File: src/rtl/fwd_hazard_unit.sv
// Operand forwarding and load-use hazard detection for the decode stage.
// Tracks DEPTH downstream writers and picks the youngest in-flight result per source.
module fwd_hazard_unit #(
   parameter int  DATA_W   = 16,
   parameter int  REG_AW   = 3,
   parameter int  DEPTH    = 2,
   parameter int  ZERO_REG = 0,
   localparam int SW       = $clog2(DEPTH + 1)
) (
   input  logic                    clk,
   input  logic                    rst,
   input  logic                    adv,
   input  logic                    flush,
   input  logic                    dec_vld,
   input  logic                    dec_wr_en,
   input  logic [REG_AW-1:0]       dec_wr_reg,
   input  logic                    dec_is_load,
   input  logic [REG_AW-1:0]       dec_rs,
   input  logic [REG_AW-1:0]       dec_rt,
   input  logic [DATA_W-1:0]       rf_a,
   input  logic [DATA_W-1:0]       rf_b,
   input  logic [DEPTH*DATA_W-1:0] stg_data,
   output logic [DATA_W-1:0]       op_a,
   output logic [DATA_W-1:0]       op_b,
   output logic [SW-1:0]           fwd_sel_a,
   output logic [SW-1:0]           fwd_sel_b,
   output logic                    stall,
   output logic [15:0]             stall_cnt,
   output logic                    err
);

   logic [DEPTH:1]    entVld;
   logic [DEPTH:1]    entWr;
   logic [DEPTH:1]    entLd;
   logic [REG_AW-1:0] entReg [1:DEPTH];

   logic [SW-1:0] selA;
   logic [SW-1:0] selB;
   logic          rsLive;
   logic          rtLive;
   logic          hazard;
   logic          illegal;
   logic [15:0]   stallCnt;
   logic          errFlag;

   assign rsLive = (ZERO_REG == 0) || (dec_rs != '0);
   assign rtLive = (ZERO_REG == 0) || (dec_rt != '0);

   // Scan oldest to youngest so the youngest matching stage wins.
   always_comb begin
      selA = '0;
      selB = '0;
      for (int k = DEPTH; k >= 1; k--) begin
         if (entVld[k] && entWr[k] && (entReg[k] == dec_rs) && rsLive) selA = SW'(k);
         if (entVld[k] && entWr[k] && (entReg[k] == dec_rt) && rtLive) selB = SW'(k);
      end
   end

   always_comb begin
      op_a = rf_a;
      op_b = rf_b;
      for (int k = 1; k <= DEPTH; k++) begin
         if (selA == SW'(k)) op_a = stg_data[(k-1)*DATA_W +: DATA_W];
         if (selB == SW'(k)) op_b = stg_data[(k-1)*DATA_W +: DATA_W];
      end
   end

   // A load result is not available until stage 2, so a stage-1 hit on a load must wait.
   assign hazard  = entVld[1] && entLd[1] && ((selA == SW'(1)) || (selB == SW'(1)));
   assign stall   = dec_vld && hazard && !flush;
   assign illegal = (dec_vld && dec_is_load && !dec_wr_en)
                 || (int'(selA) > DEPTH) || (int'(selB) > DEPTH);

   always_ff @(posedge clk or negedge rst) begin
      if (!rst) begin
         entVld   <= '0;
         stallCnt <= '0;
         errFlag  <= 1'b0;
      end else begin
         if (adv) begin
            entVld[1] <= dec_vld && !stall && !flush;
            for (int k = 2; k <= DEPTH; k++) entVld[k] <= entVld[k-1];
         end
         if (stall && (stallCnt != 16'hFFFF)) stallCnt <= stallCnt + 16'd1;
         if (illegal) errFlag <= 1'b1;
      end
   end

   // Entry payload only matters while its valid bit is set.
   always_ff @(posedge clk) begin
      if (adv) begin
         entWr[1]  <= dec_wr_en;
         entLd[1]  <= dec_is_load;
         entReg[1] <= dec_wr_reg;
         for (int k = 2; k <= DEPTH; k++) begin
            entWr[k]  <= entWr[k-1];
            entLd[k]  <= entLd[k-1];
            entReg[k] <= entReg[k-1];
         end
      end
   end

   assign fwd_sel_a = selA;
   assign fwd_sel_b = selB;
   assign stall_cnt = stallCnt;
   assign err       = errFlag;

endmodule

File: config.mk
export PLATFORM = sky130hd
export DESIGN_NAME = fwd_hazard_unit
export DESIGN_NICKNAME = d
export VERILOG_FILES = /design/src/rtl/fwd_hazard_unit.sv
export SDC_FILE = /design/constraint.sdc
export NUM_CORES = 1
export LEC_CHECK = 0
export CAP_MARGIN = 5
export CORE_MARGIN = 2
export CORE_UTILIZATION = 33
export DETAILED_ROUTE_END_ITERATION = 10
export MAX_ROUTING_LAYER = met4
export PLACE_DENSITY = 0.77
export SYNTH_ARGS = -nofsm -noshare
export SYNTH_HDL_FRONTEND = slang
export SYNTH_SLANG_ARGS = --single-unit
export TNS_END_PERCENT = 30
File: constraint.sdc
create_clock -name clk -period 1.83 [get_ports clk]
set_input_delay 0.2745 -clock clk [delete_from_list [all_inputs] [get_ports clk]]
set_output_delay 0.2745 -clock clk [all_outputs]
set_load 0.01 [all_outputs]
Yosys cells after proc, flatten, opt, wreduce, memory -nomap -nowiden
Memory sizes are Yosys's and may differ from the RTL's.
Cells that the tools add are included.
{"block": "classes", "add_sub_neg": 1, "n_lt_le_gt_ge": 2, "n_eq_ne": 9, "mux": 10, "reduce_logical": 21}
{"op": "$mux 16", "count": 4}
{"op": "$add 16x1->16 const B", "count": 1}
{"op": "$ne 16x16->1 const B", "count": 1}
{"op": "$logic_and 1x1->1", "count": 15}
{"op": "$eq 3x3->1", "count": 4}
{"op": "$mux 2", "count": 4}
{"op": "$eq 2x1->1 const B", "count": 2}
{"op": "$eq 2x2->1 const B", "count": 2}
{"op": "$gt 2x2->1 const B", "count": 2}
{"op": "$logic_not 1->1", "count": 3}
{"op": "$logic_or 1x1->1", "count": 3}
{"op": "$mux 1", "count": 2}
{"block": "totals", "reg_bits": 22, "mem_bits_rw": 6, "input_bits": 80, "out_inout_bits": 54, "elab_cells": 49, "n_memories": 1}
{"name": "entReg", "words": 2, "width": 3, "read_ports": 2, "rd_ports_with_merged_regs": 0, "wr": 2, "line_no": "35", "text": "logic [REG_AW-1:0] entReg [1:DEPTH];"}

Depth between registers and ports, before layout
Gate-level depths: netlist (run 1).
An unclocked memory read counts as a cell.
{"block": "logic_depth", "ltp_word": 13, "ltp_mapped": 7, "ltp_nobuf": 6}

Worst setup path before layout (run 1)
OpenSTA, ideal clock, no wires.
{"block": "synth_timing", "kind": "register to output", "start": "memory entReg[1][2]", "end": "output port op_a[10]", "arrival_ns": 1.684, "setup_slack_ns": -0.128, "stages_incl_launch_ff": 7, "path_buffers": 2, "path_cell_list": "edfxtp_1 xor2_1 nor4_2 or4_1 buf_2 buf_6 a21oi_1"}
{"item": "start: declaration", "line_no": "35"}
{"item": "end: declaration", "line_no": "23", "text": "output logic [DATA_W-1:0] op_a,"}

==> run summary, run 1 <==
GRT
-----------------------------------------------------------------------------------------------
Global-route wire length before repair                                                 12.55 mm
Antenna violations before repair                                                              0
Pin count of the biggest net entering global routing                                         21
Final global-route overflow total                                                             0
Number of global-route vias before repair                                                  2519
Overall Global Routing Usage                                                             22.36%

WORST SETUP PATH
-----------------------------------------------------------------------------------------------
Category of the most critical setup path                                           register to output port
Worst path arrival time                                                                 2.36 ns
Setup crit start kind                                                                  register
Required time at the worst-slack endpoint                                               1.56 ns
Maximum net fanout on the critical path                                                       8
Kind of end point of the critical path                                              output port

SYNTHESIS
-----------------------------------------------------------------------------------------------
EDFF count, synth                                                                             9
Number of storage elements in the synthesis netlist                                          28
Area of the mapped netlist                                                             2093 um2
Total number of yosys warnings                                                                0
Number of distinct standard cells referenced by the synthesized netlist                      35
Top cells by area, synth                                                           dfrtp_1, mux2i_1, edfxtp_1
Biggest area consumer among synthesized cells                                           dfrtp_1
Leading cell type by number of instances after synthesis                                 nor2_1
Share of async-settable or async-resettable flops after synthesis                        67.86%
Mean instance size in the synthesized netlist                                         9.472 um2
Most instantiated cells after synthesis                                            nor2_1, a21oi_1, mux2i_1
Cell count after synthesis                                                                  221
Share of the yosys chip area belonging to registers                                      35.62%
Top cell type's share of synthesized area                                                22.71%
Ys flop type                                                                            dfrtp_1
Syn nets                                                                                    302

STATUS
-----------------------------------------------------------------------------------------------
Violated checks                                                                    setup timing
Status                                                                             finished with violations

MIN PATH
-----------------------------------------------------------------------------------------------
Min-delay worst type                                                               primary input to asynchronous set/reset pin

ROUTE
-----------------------------------------------------------------------------------------------
Detailed-route wire length                                                             7.982 mm
Number of iterations in the first detailed-routing pass                                       4
Mean routed wirelength per cell                                                        17.17 um
Number of violations reported at the end of detailed-routing iteration 0                     48
Drc violations                                                                                0
Post-DR vias/cell                                                                         5.110
Antenna-violating nets left                                                                   0
Via count of the routed design                                                             2376

FINISH
-----------------------------------------------------------------------------------------------
Area delta synth->final                                                                  103.3%
Fraction of layout cells with a size suffix above 1                                      45.10%
Net count of the finished layout                                                            470
Filler cell count in the final layout                                                       481
Number of antenna cells inserted                                                              0

PWR
-----------------------------------------------------------------------------------------------
Leakage dissipation                                                                    1.684 nW
Power density over cell area                                                       384.6 nW/um2
Combinational share of power                                                              34.8%
Overall power after layout                                                             1.637 mW
Switching Fraction                                                                       26.99%
VDD IR max                                                                            0.5267 mV
Share of total power in the clock network                                                 23.1%
Internal power                                                                         1.195 mW
Fraction of power consumed by sequential logic                                            42.1%
NetSw                                                                                 0.4417 mW

PLACED DESIGN
-----------------------------------------------------------------------------------------------
Number of buffers inserted by port buffering                                                133
Detailed-placement wirelength estimate                                                 5.378 mm
Final RePlAce weighted congestion                                                        0.9369

STA
-----------------------------------------------------------------------------------------------
Number of hold violations in the final report                                                 0
Relative slew slack                                                                      77.32%
Final worst slack                                                                    -0.8091 ns
Final number of setup-violating endpoints                                                    50
Share of the clock period used by the worst path after layout                            144.2%
Count of pins over their slew limit                                                           0
Achievable clock frequency                                                            378.9 MHz
Fin crit period                                                                        2.639 ns
Unrepaired setup endpoints after global routing                                            true
Least-Margin Pin Slew                                                                 0.3402 ns
Clock skew after layout                                                             0.003879 ns
Post-Route Hold Slack                                                                 0.3220 ns

CLOCKING
-----------------------------------------------------------------------------------------------
Num Clock Sinks                                                                              28
CTS Buf Count                                                                                 3
Clock input transition at the sequential cells of the worst setup and hold paths        0.09 ns
H-Tree Depth                                                                                  1
TritonCTS clock tree                                                                        yes
CTS Root Cell                                                                          clkbuf_8
Worst skew pair latency                                                                 0.27 ns
Maximum count of clock buffers along a single path                                            2

FLOORPLANNING
-----------------------------------------------------------------------------------------------
Area of the die                                                                        6996 um2
Die Width                                                                              83.65 um
Floorplan row count                                                                          29
Core Area                                                                              6241 um2
Boundary pin count                                                                          134
Die extent in y                                                                        83.65 um
Effective utilization at floorplan                                                       33.54%

FLOW RUN
-----------------------------------------------------------------------------------------------
Max Cap Viol                                                                                  0

[cell type report]
class,count,area [um2],area share [%]
multi-input cells,175,1644,38.62
well taps,77,96.34,2.263
flip-flops and latches,28,745.7,17.52
clock buffers,4,55.05,1.293
repair buffers,176,1697,39.86
inverters,5,18.77,0.4409
[per-stage QoR]
step | TNS [ns] | util, % | instances | cell area, um2 | setup slack, ns
2_1_floorplan | -2.832 | - | 221 | 2217 | -0.1008
3_3_place_gp | -43.75 | 59.80 | 441 | 3732 | -1.037
3_5_place_dp | -45.42 | 59.80 | 441 | 3732 | -1.058
4_1_cts | -23.22 | 64.60 | 454 | 4031 | -0.7383
5_1_grt | -29.41 | 68.20 | 465 | 4257 | -0.8748
6_report | -25.05 | 68.20 | 465 | 4257 | -0.8091
[flip-flops by register name, indices dropped and copies added, names as in the netlist]
signal	flops
stall_cnt	16
entVld	2
entWr	2
entReg	6
err	1
entLd	1
[power by group through the flow]
stage | logic [mW] | registers (mW) | clock network [mW]
2_1_floorplan | 0.174 | 0.699 | 0
3_3_place_gp | 0.529 | 0.699 | 0
3_5_place_dp | 0.535 | 0.701 | 0
4_1_cts | 0.537 | 0.689 | 0.385
5_1_grt | 0.607 | 0.691 | 0.410
6_report | 0.570 | 0.689 | 0.378
[logic make-up (layout without fill, tap and decap cells)]
logic type | after synthesis | after routing | synth area share, %
xor+xnor | 24 | 24 | 10.04
simple gates | 72 | 72 | 17.51
buf+inv | 18 | 185 | 6.814
compound gates | 44 | 44 | 13.03
mux | 34 | 34 | 16.38
flops | 28 | 28 | 35.62
fa+ha+maj | 1 | 1 | 0.5976
[worst max-delay path, cell delays in order, from the launching register on]
cell,delay (ns)
edfxtp_1,0.42
buf_6,0.15
xor2_4,0.17
nor4_4,0.06
or4_4,0.67
clkbuf_16,0.23
buf_6,0.12
nor2_4,0.09
a21oi_2,0.04
buf_2,0.14
[what timing repair did]
| item | 4_1_cts | 5_1_grt |
|---|---|---|
| cloned | 4 | 2 |
| pin swaps | 12 | 9 |
| hold buffers | 0 | 0 |
| gates resized for setup | 162 | 66 |
| setup buffers | 5 | 9 |
| endpoints found under the setup margin | 54 | 54 |
[metal layers]
layer	track usage [%]	up-vias	share of wire, %
met5	-	-	0
met4	6.012	0	1.7
met3	2.967	12	6.6
met2	39.20	119	51
met1	27.06	1133	41
li1	-	1112	-
[path summary, 6_finish.rpt]
check                             startpoint       endpoint  slack [ns]  cells after the start
worst min register to register      entWr[1]       entWr[2]        0.47                      0
worst min-delay path                     rst  stall_cnt[13]        0.32                      2
min in group clk                    entWr[1]       entWr[2]        0.47                      0
worst max register to register  entReg[1][1]   stall_cnt[1]       -0.28                      7
worst max-delay path            entReg[1][2]       op_a[14]       -0.81                      9
max in group asynchronous                rst   stall_cnt[5]        1.31                      2
[placed cells by master (no fill, tap or decap), types with 3 or more instances in the layout]
cell type        Yosys  routed
clkdlybuf4s50_1      0      91
nor2_2               0      18
inv_1                4       3
dfrtp_1             19      19
buf_4                1      24
nor2_1              39       6
nand2_1              5       5
buf_6                9      10
buf_2                3      23
nor3_2               2       3
xor2_2               0       5
dlygate4sd2_1        0       7
xnor2_1              4       4
nand4_1              3       3
nand3_1              8       8
buf_12               0       5
buf_16               0       4
edfxtp_1             9       9
xor2_1              20      13
clkbuf_8             0       4
a31oi_1              3       3
clkbuf_2             0       9
nor2_4               0      15
a21oi_2              0      32
and3_1               4       3
mux2i_1             32      30
(Power assumes the default switching activity.)
==> run 2: changes to the inputs <==
- ABC_AREA: unset -> 1
- CORE_UTILIZATION: 33 -> 37
- PLACE_DENSITY: 0.77 -> 0.79
==> run summary, run 2 <==
FINISH
-----------------------------------------------------------------------------------------------
Most frequent standard cell in the layout excluding fill and tap cells                  nand2_1
Area occupied by registers                                                            745.7 um2
Number of antenna cells inserted                                                              0
Most frequent cells in the layout                                                  nand2_1, clkdlybuf4s50_1, inv_1
Flip-flop count of the largest register, all copies and words added                          16
Filler cell count in the final layout                                                       580
Post-Route Utilization                                                                   65.65%
Fraction of layout cells with a size suffix above 1                                      26.44%
Net count of the finished layout                                                            672
Multi-input combinational cell area                                                    1627 um2
Post-route design area                                                                 4461 um2
Area delta synth->final                                                                  71.81%

WORST SETUP PATH
-----------------------------------------------------------------------------------------------
CP Cell Sequence                                                                   nand2_1 > nand2_1 > nor2_2 > nand2_2 > clkinv_4 > buf_6 > buf_16 > nand2_1 > o21ai_1 > nand2_1 > nand2_1 > buf_2
Worst path arrival time                                                                 1.91 ns
Worst reg2reg path depth                                                                     12
Launch instance of the worst register-to-register path                             entReg[1][1]
R2R Setup Slk                                                                           0.01 ns
Reg-to-Reg End                                                                     stall_cnt[3]
Critical path's most frequent cell                                                      nand2_1
Delay of the slowest cell on the worst path                                             0.48 ns
Kind of end point of the critical path                                              output port
Category of the most critical setup path                                           register to output port
Setup crit start kind                                                                  register
Standard cell with the maximum stage delay on the critical path                        edfxtp_1
Required time at the worst-slack endpoint                                               1.56 ns
Maximum net fanout on the critical path                                                       7

CLOCKING
-----------------------------------------------------------------------------------------------
TritonCTS clock tree                                                                        yes
Clock input transition at the sequential cells of the worst setup and hold paths        0.10 ns
H-Tree Depth                                                                                  1
CTS Buf Count                                                                                 3
Worst skew pair latency                                                                 0.28 ns
Maximum count of clock buffers along a single path                                            2
CTS Hold Bufs                                                                                 0
CTS Root Cell                                                                          clkbuf_8
Num Clock Sinks                                                                              28

ROUTE
-----------------------------------------------------------------------------------------------
Number of iterations in the first detailed-routing pass                                       4
Drc violations                                                                                0
Detailed-route wire length                                                             9.067 mm
Post-DR vias/cell                                                                         4.781
Antenna-violating nets left                                                                   0
Via count of the routed design                                                             3280
Number of violations reported at the end of detailed-routing iteration 0                    104
Mean routed wirelength per cell                                                        13.22 um

FLOORPLANNING
-----------------------------------------------------------------------------------------------
Floorplan row count                                                                          30
Boundary pin count                                                                          134
Die Width                                                                              87.77 um
Die extent in y                                                                        87.77 um
Area of the die                                                                        7703 um2
Effective utilization at floorplan                                                       38.21%
Core Area                                                                              6794 um2

SYNTHESIS
-----------------------------------------------------------------------------------------------
EDFF count, synth                                                                             9
Ys flop type                                                                            dfrtp_1
Number of distinct standard cells referenced by the synthesized netlist                      27
Most instantiated cells after synthesis                                            nand2_1, inv_1, nor2_1
Syn nets                                                                                    513
Top cell type's share of synthesized area                                                29.06%
Top cells by area, synth                                                           nand2_1, dfrtp_1, edfxtp_1
Area of the mapped netlist                                                             2596 um2
Leading cell type by number of instances after synthesis                                nand2_1
Biggest area consumer among synthesized cells                                           nand2_1
Share of async-settable or async-resettable flops after synthesis                        67.86%
Total number of yosys warnings                                                                0
Share of the yosys chip area belonging to registers                                      28.72%
Cell count after synthesis                                                                  432
Mean instance size in the synthesized netlist                                         6.010 um2
Number of storage elements in the synthesis netlist                                          28

STA
-----------------------------------------------------------------------------------------------
Final worst slack                                                                    -0.3542 ns
Setup Total Neg Slack                                                                 -8.975 ns
Unrepaired setup endpoints after global routing                                            true
Share of the clock period used by the worst path after layout                            119.4%
Fin crit period                                                                        2.184 ns
Relative slew slack                                                                      70.30%
Clock skew after layout                                                              0.01204 ns
Achievable clock frequency                                                            457.8 MHz
Final number of setup-violating endpoints                                                    37
Least-Margin Pin Slew                                                                 0.4440 ns
Post-Route Hold Slack                                                                 0.3204 ns
Number of hold violations in the final report                                                 0
Count of pins over their slew limit                                                           0

GRT
-----------------------------------------------------------------------------------------------
Antenna violations before repair                                                              0
Global-route wire length before repair                                                 14.17 mm
Pin count of the biggest net entering global routing                                         32
Number of global-route vias before repair                                                  3196
Final global-route overflow total                                                             0
Overall Global Routing Usage                                                             23.22%

PLACED DESIGN
-----------------------------------------------------------------------------------------------
Detailed-placement wirelength estimate                                                 6.278 mm
Final RePlAce weighted congestion                                                        0.8828
Number of buffers inserted by port buffering                                                133
Area post-placement                                                                    4187 um2

PWR
-----------------------------------------------------------------------------------------------
Leakage dissipation                                                                    2.088 nW
VDD IR max                                                                            0.4689 mV
Power density over cell area                                                       355.8 nW/um2

STATUS
-----------------------------------------------------------------------------------------------
Violated checks                                                                    setup timing
Status                                                                             finished with violations

FLOW RUN
-----------------------------------------------------------------------------------------------
Max Cap Viol                                                                                  0

MIN PATH
-----------------------------------------------------------------------------------------------
Min-delay worst type                                                               primary input to asynchronous set/reset pin

-- run 2: routing by layer --
layer  GRT usage [%]  share of wire (%)
met5               -                  0
met3           1.602                7.1
met2           41.18                 50
met1           27.54                 40
met4           8.392                2.6
-- run 2: final cells by class --
type | count | area share, %
inverters | 71 | 6.255
clock buffers | 3 | 0.9257
well taps | 96 | 2.693
clock inverters | 1 | 0.08415
repair buffers | 167 | 36.86
flip-flops and latches | 28 | 16.72
multi-input cells | 320 | 36.47
-- run 2: report_power, final --
part           switching (mW)  internal, mW  total, mW
clock network           0.190         0.151      0.341
logic                   0.249         0.312      0.561
registers              0.0148         0.670      0.685
total                   0.454          1.13       1.59
-- run 2: what timing repair did --
item | 4_1_cts | 5_1_grt
resized for setup | 196 | 48
pin swaps | 10 | 13
endpoints found under the setup margin | 37 | 53
setup buffers | 6 | 3
gates cloned | 4 | 1
-- run 2: stage by stage --
stage / setup WS (ns) / power, mW / std cells
floorplan: 0.2768 / 0.8706 / 432
detailed placement: -0.6941 / 1.234 / 669
global route: -0.5082 / 1.676 / 686
global placement: -0.6449 / 1.226 / 669
CTS: -0.2288 / 1.552 / 683
finish: -0.3542 / 1.587 / 686
-- run 2: cell families (layout without fill, tap and decap cells) --
family                   Yosys count  in the layout  synth area share [%]
flip-flops                        28             28                 28.72
buffers and inverters             84            242                 14.36
adder cells (fa/ha/maj)            1              1                0.4819
XOR/XNOR                           8              8                 2.699
AND/OR/NAND/NOR                  259            259                 41.45
AO/OA/AOI/OAI                     52             52                 12.29
-- run 2: worst max path at each step --
stage / from / endpoint / slack [ns] / cells past startpoint
after floorplan: stall_cnt[0] / stall_cnt[10] / 0.28 / 10
after global placement: dec_rs[0] / op_a[14] / -0.64 / 13
after detailed placement: dec_rs[0] / op_a[6] / -0.69 / 13
after CTS: entReg[1][2] / op_b[7] / -0.23 / 11
after global routing: entReg[1][1] / op_b[6] / -0.51 / 12
final: entReg[1][1] / op_b[6] / -0.35 / 12
-- run 2: worst max-delay path: cells and delay by family (launching register included) --
family / cells / cell delay (ns)
AOI/OAI and AO/OA: 1 / 0.10
buffers and inverters: 4 / 0.45
DFF: 1 / 0.48
and+or+nand+nor: 7 / 0.61
==> run 3: changes to the inputs <==
- CORE_ASPECT_RATIO: unset -> 2
- CTS_BUF_LIST: unset -> sky130_fd_sc_hd__clkbuf_16
==> run summary, run 3 (same netlist as run 2, synthesis figures left out) <==
FLOORPLANNING
-----------------------------------------------------------------------------------------------
Boundary pin count                                                                          134
Effective utilization at floorplan                                                       37.70%
Floorplan row count                                                                          43
Die Width                                                                              63.23 um
Die extent in y                                                                        122.5 um
Area of the die                                                                        7743 um2
Core Area                                                                              6887 um2

GRT
-----------------------------------------------------------------------------------------------
Final global-route overflow total                                                             0
Number of global-route vias before repair                                                  3294
Overall Global Routing Usage                                                             24.94%
Pin count of the biggest net entering global routing                                         27
Antenna violations before repair                                                              0
Global-route wire length before repair                                                 15.10 mm

PWR
-----------------------------------------------------------------------------------------------
Power density over cell area                                                       412.8 nW/um2
Leakage dissipation                                                                    2.178 nW
Overall power after layout                                                             1.906 mW
VDD IR max                                                                            0.6483 mV

WORST SETUP PATH
-----------------------------------------------------------------------------------------------
Total stage count of the critical path                                                       12
Setup crit start kind                                                                  register
Worst reg2reg path depth                                                                     13
Launch point of the worst path                                                     entReg[1][1]
Critical path's most frequent cell                                                      nand2_1
CP Cell Sequence                                                                   buf_6 > nand2_1 > nand2_1 > nor2_2 > nand2_2 > clkinv_4 > buf_12 > nand2_2 > o21ai_1 > nand2_1 > nand2_1 > buf_2
Required time at the worst-slack endpoint                                               1.56 ns
Reg-to-Reg End                                                                     stall_cnt[13]
Worst path arrival time                                                                 1.91 ns
Maximum net fanout on the critical path                                                       6
Cell family with most CP delay                                                     simple AND/OR/NAND/NOR gates
Kind of end point of the critical path                                              output port
Delay of the slowest cell on the worst path                                             0.43 ns
Category of the most critical setup path                                           register to output port
Capturing instance or port of the critical path                                         op_b[5]
Standard cell with the maximum stage delay on the critical path                        edfxtp_1
Sum of buffers and inverters on the critical path                                             4
R2R Setup Slk                                                                          -0.05 ns
Launch instance of the worst register-to-register path                             entReg[1][1]

ROUTE
-----------------------------------------------------------------------------------------------
Drc violations                                                                                0
Post-DR vias/cell                                                                         4.898
Via count of the routed design                                                             3350
Number of iterations in the first detailed-routing pass                                       4
Antenna-violating nets left                                                                   0
Mean routed wirelength per cell                                                        14.05 um
Detailed-route wire length                                                             9.613 mm
Number of violations reported at the end of detailed-routing iteration 0                    167

STA
-----------------------------------------------------------------------------------------------
Count of pins over their slew limit                                                           0
Relative slew slack                                                                      79.22%
Post-Route Hold Slack                                                                 0.3445 ns
Clock skew after layout                                                             0.003833 ns
Least-Margin Pin Slew                                                                 0.3105 ns
Final worst slack                                                                    -0.3499 ns
Fin crit period                                                                        2.180 ns
Final number of setup-violating endpoints                                                    52
Number of hold violations in the final report                                                 0
Unrepaired setup endpoints after global routing                                            true
Share of the clock period used by the worst path after layout                            119.1%
Achievable clock frequency                                                            458.7 MHz

CLOCKING
-----------------------------------------------------------------------------------------------
Clock input transition at the sequential cells of the worst setup and hold paths        0.07 ns
CTS Root Cell                                                                         clkbuf_16
Worst skew pair latency                                                                 0.27 ns
Maximum count of clock buffers along a single path                                            2
H-Tree Depth                                                                                  1
Num Clock Sinks                                                                              28
TritonCTS clock tree                                                                        yes
CTS Hold Bufs                                                                                 0
CTS Buf Count                                                                                 3

PLACED DESIGN
-----------------------------------------------------------------------------------------------
Final RePlAce weighted congestion                                                        0.8843
Detailed-placement wirelength estimate                                                 6.554 mm
Area post-placement                                                                    4182 um2
Number of buffers inserted by port buffering                                                133

MIN PATH
-----------------------------------------------------------------------------------------------
Min-delay worst type                                                               primary input to asynchronous set/reset pin

FINISH
-----------------------------------------------------------------------------------------------
Most frequent standard cell in the layout excluding fill and tap cells                  nand2_1
Post-route design area                                                                 4618 um2
Filler cell count in the final layout                                                       575
Number of antenna cells inserted                                                              0
Net count of the finished layout                                                            676
Flip-flop count of the largest register, all copies and words added                          16
Fraction of layout cells with a size suffix above 1                                      30.30%
Area delta synth->final                                                                  77.88%
Most frequent cells in the layout                                                  nand2_1, clkdlybuf4s50_1, inv_1

FLOW RUN
-----------------------------------------------------------------------------------------------
Max Cap Viol                                                                                  0

STATUS
-----------------------------------------------------------------------------------------------
Violated checks                                                                    setup timing
Status                                                                             finished with violations

[run 3: repair_timing]
action / in CTS / in global routing
cloned: 5 / 1
gates resized for setup: 213 / 60
pin swaps: 26 / 31
buffers inserted: 10 / 3
setup endpoints to repair: 37 / 53
[run 3: worst reg2reg max path, delay by kind of cell, from the launching register on]
kind                   cells  cell delay [ns]
AO/OA/AOI/OAI              1             0.05
buffers and inverters      5             0.70
flip-flops                 1             0.43
AND/OR/NAND/NOR            7             0.59
[run 3: area by class of cell]
type	instances	area (um2)	share of cell area [%]
flip-flops and latches	28	745.7	16.15
inverters	71	289.0	6.258
well taps	90	112.6	2.438
clock buffers	3	75.07	1.626
multi-input cells	320	1693	36.66
clock inverters	1	30.03	0.6502
repair buffers	171	1673	36.22
[run 3: power breakdown]
part           internal [mW]  switching (mW)  total (mW)
Combinational          0.313           0.257       0.570
Sequential             0.671          0.0158       0.686
Clock                  0.436           0.214       0.650
[run 3: through the flow]
stage          instances  setup TNS, ns  utilization (%)  worst slack, ns
4_1_cts              684         -7.667            65.03          -0.2687
2_1_floorplan        432              0                -           0.2768
6_report             684         -10.27            67.06          -0.3499
5_1_grt              684         -14.15            67.06          -0.4135
3_3_place_gp         665         -23.84            60.72          -0.6345
3_5_place_dp         665         -25.55            60.72          -0.7006
[run 3: how the worst min path moves through the flow]
stage,start,endpoint,slack (ns),cells past startpoint
finish,rst,entVld[1],0.34,2
global route,rst,err,0.37,2
CTS,rst,err,0.35,2
detailed placement,entWr[1],entWr[2],0.45,0
global placement,entWr[1],entWr[2],0.45,0
floorplan,rst,entVld[1],-0.02,0
[run 3: per-layer routing]
layer,vias to the layer above,wire [um],global-route usage (%)
met4,0,303,10.87
li1,1636,-,-
met5,-,0,-
met2,155,5347,48.54
met1,1530,3233,23.29
met3,29,728,4.491
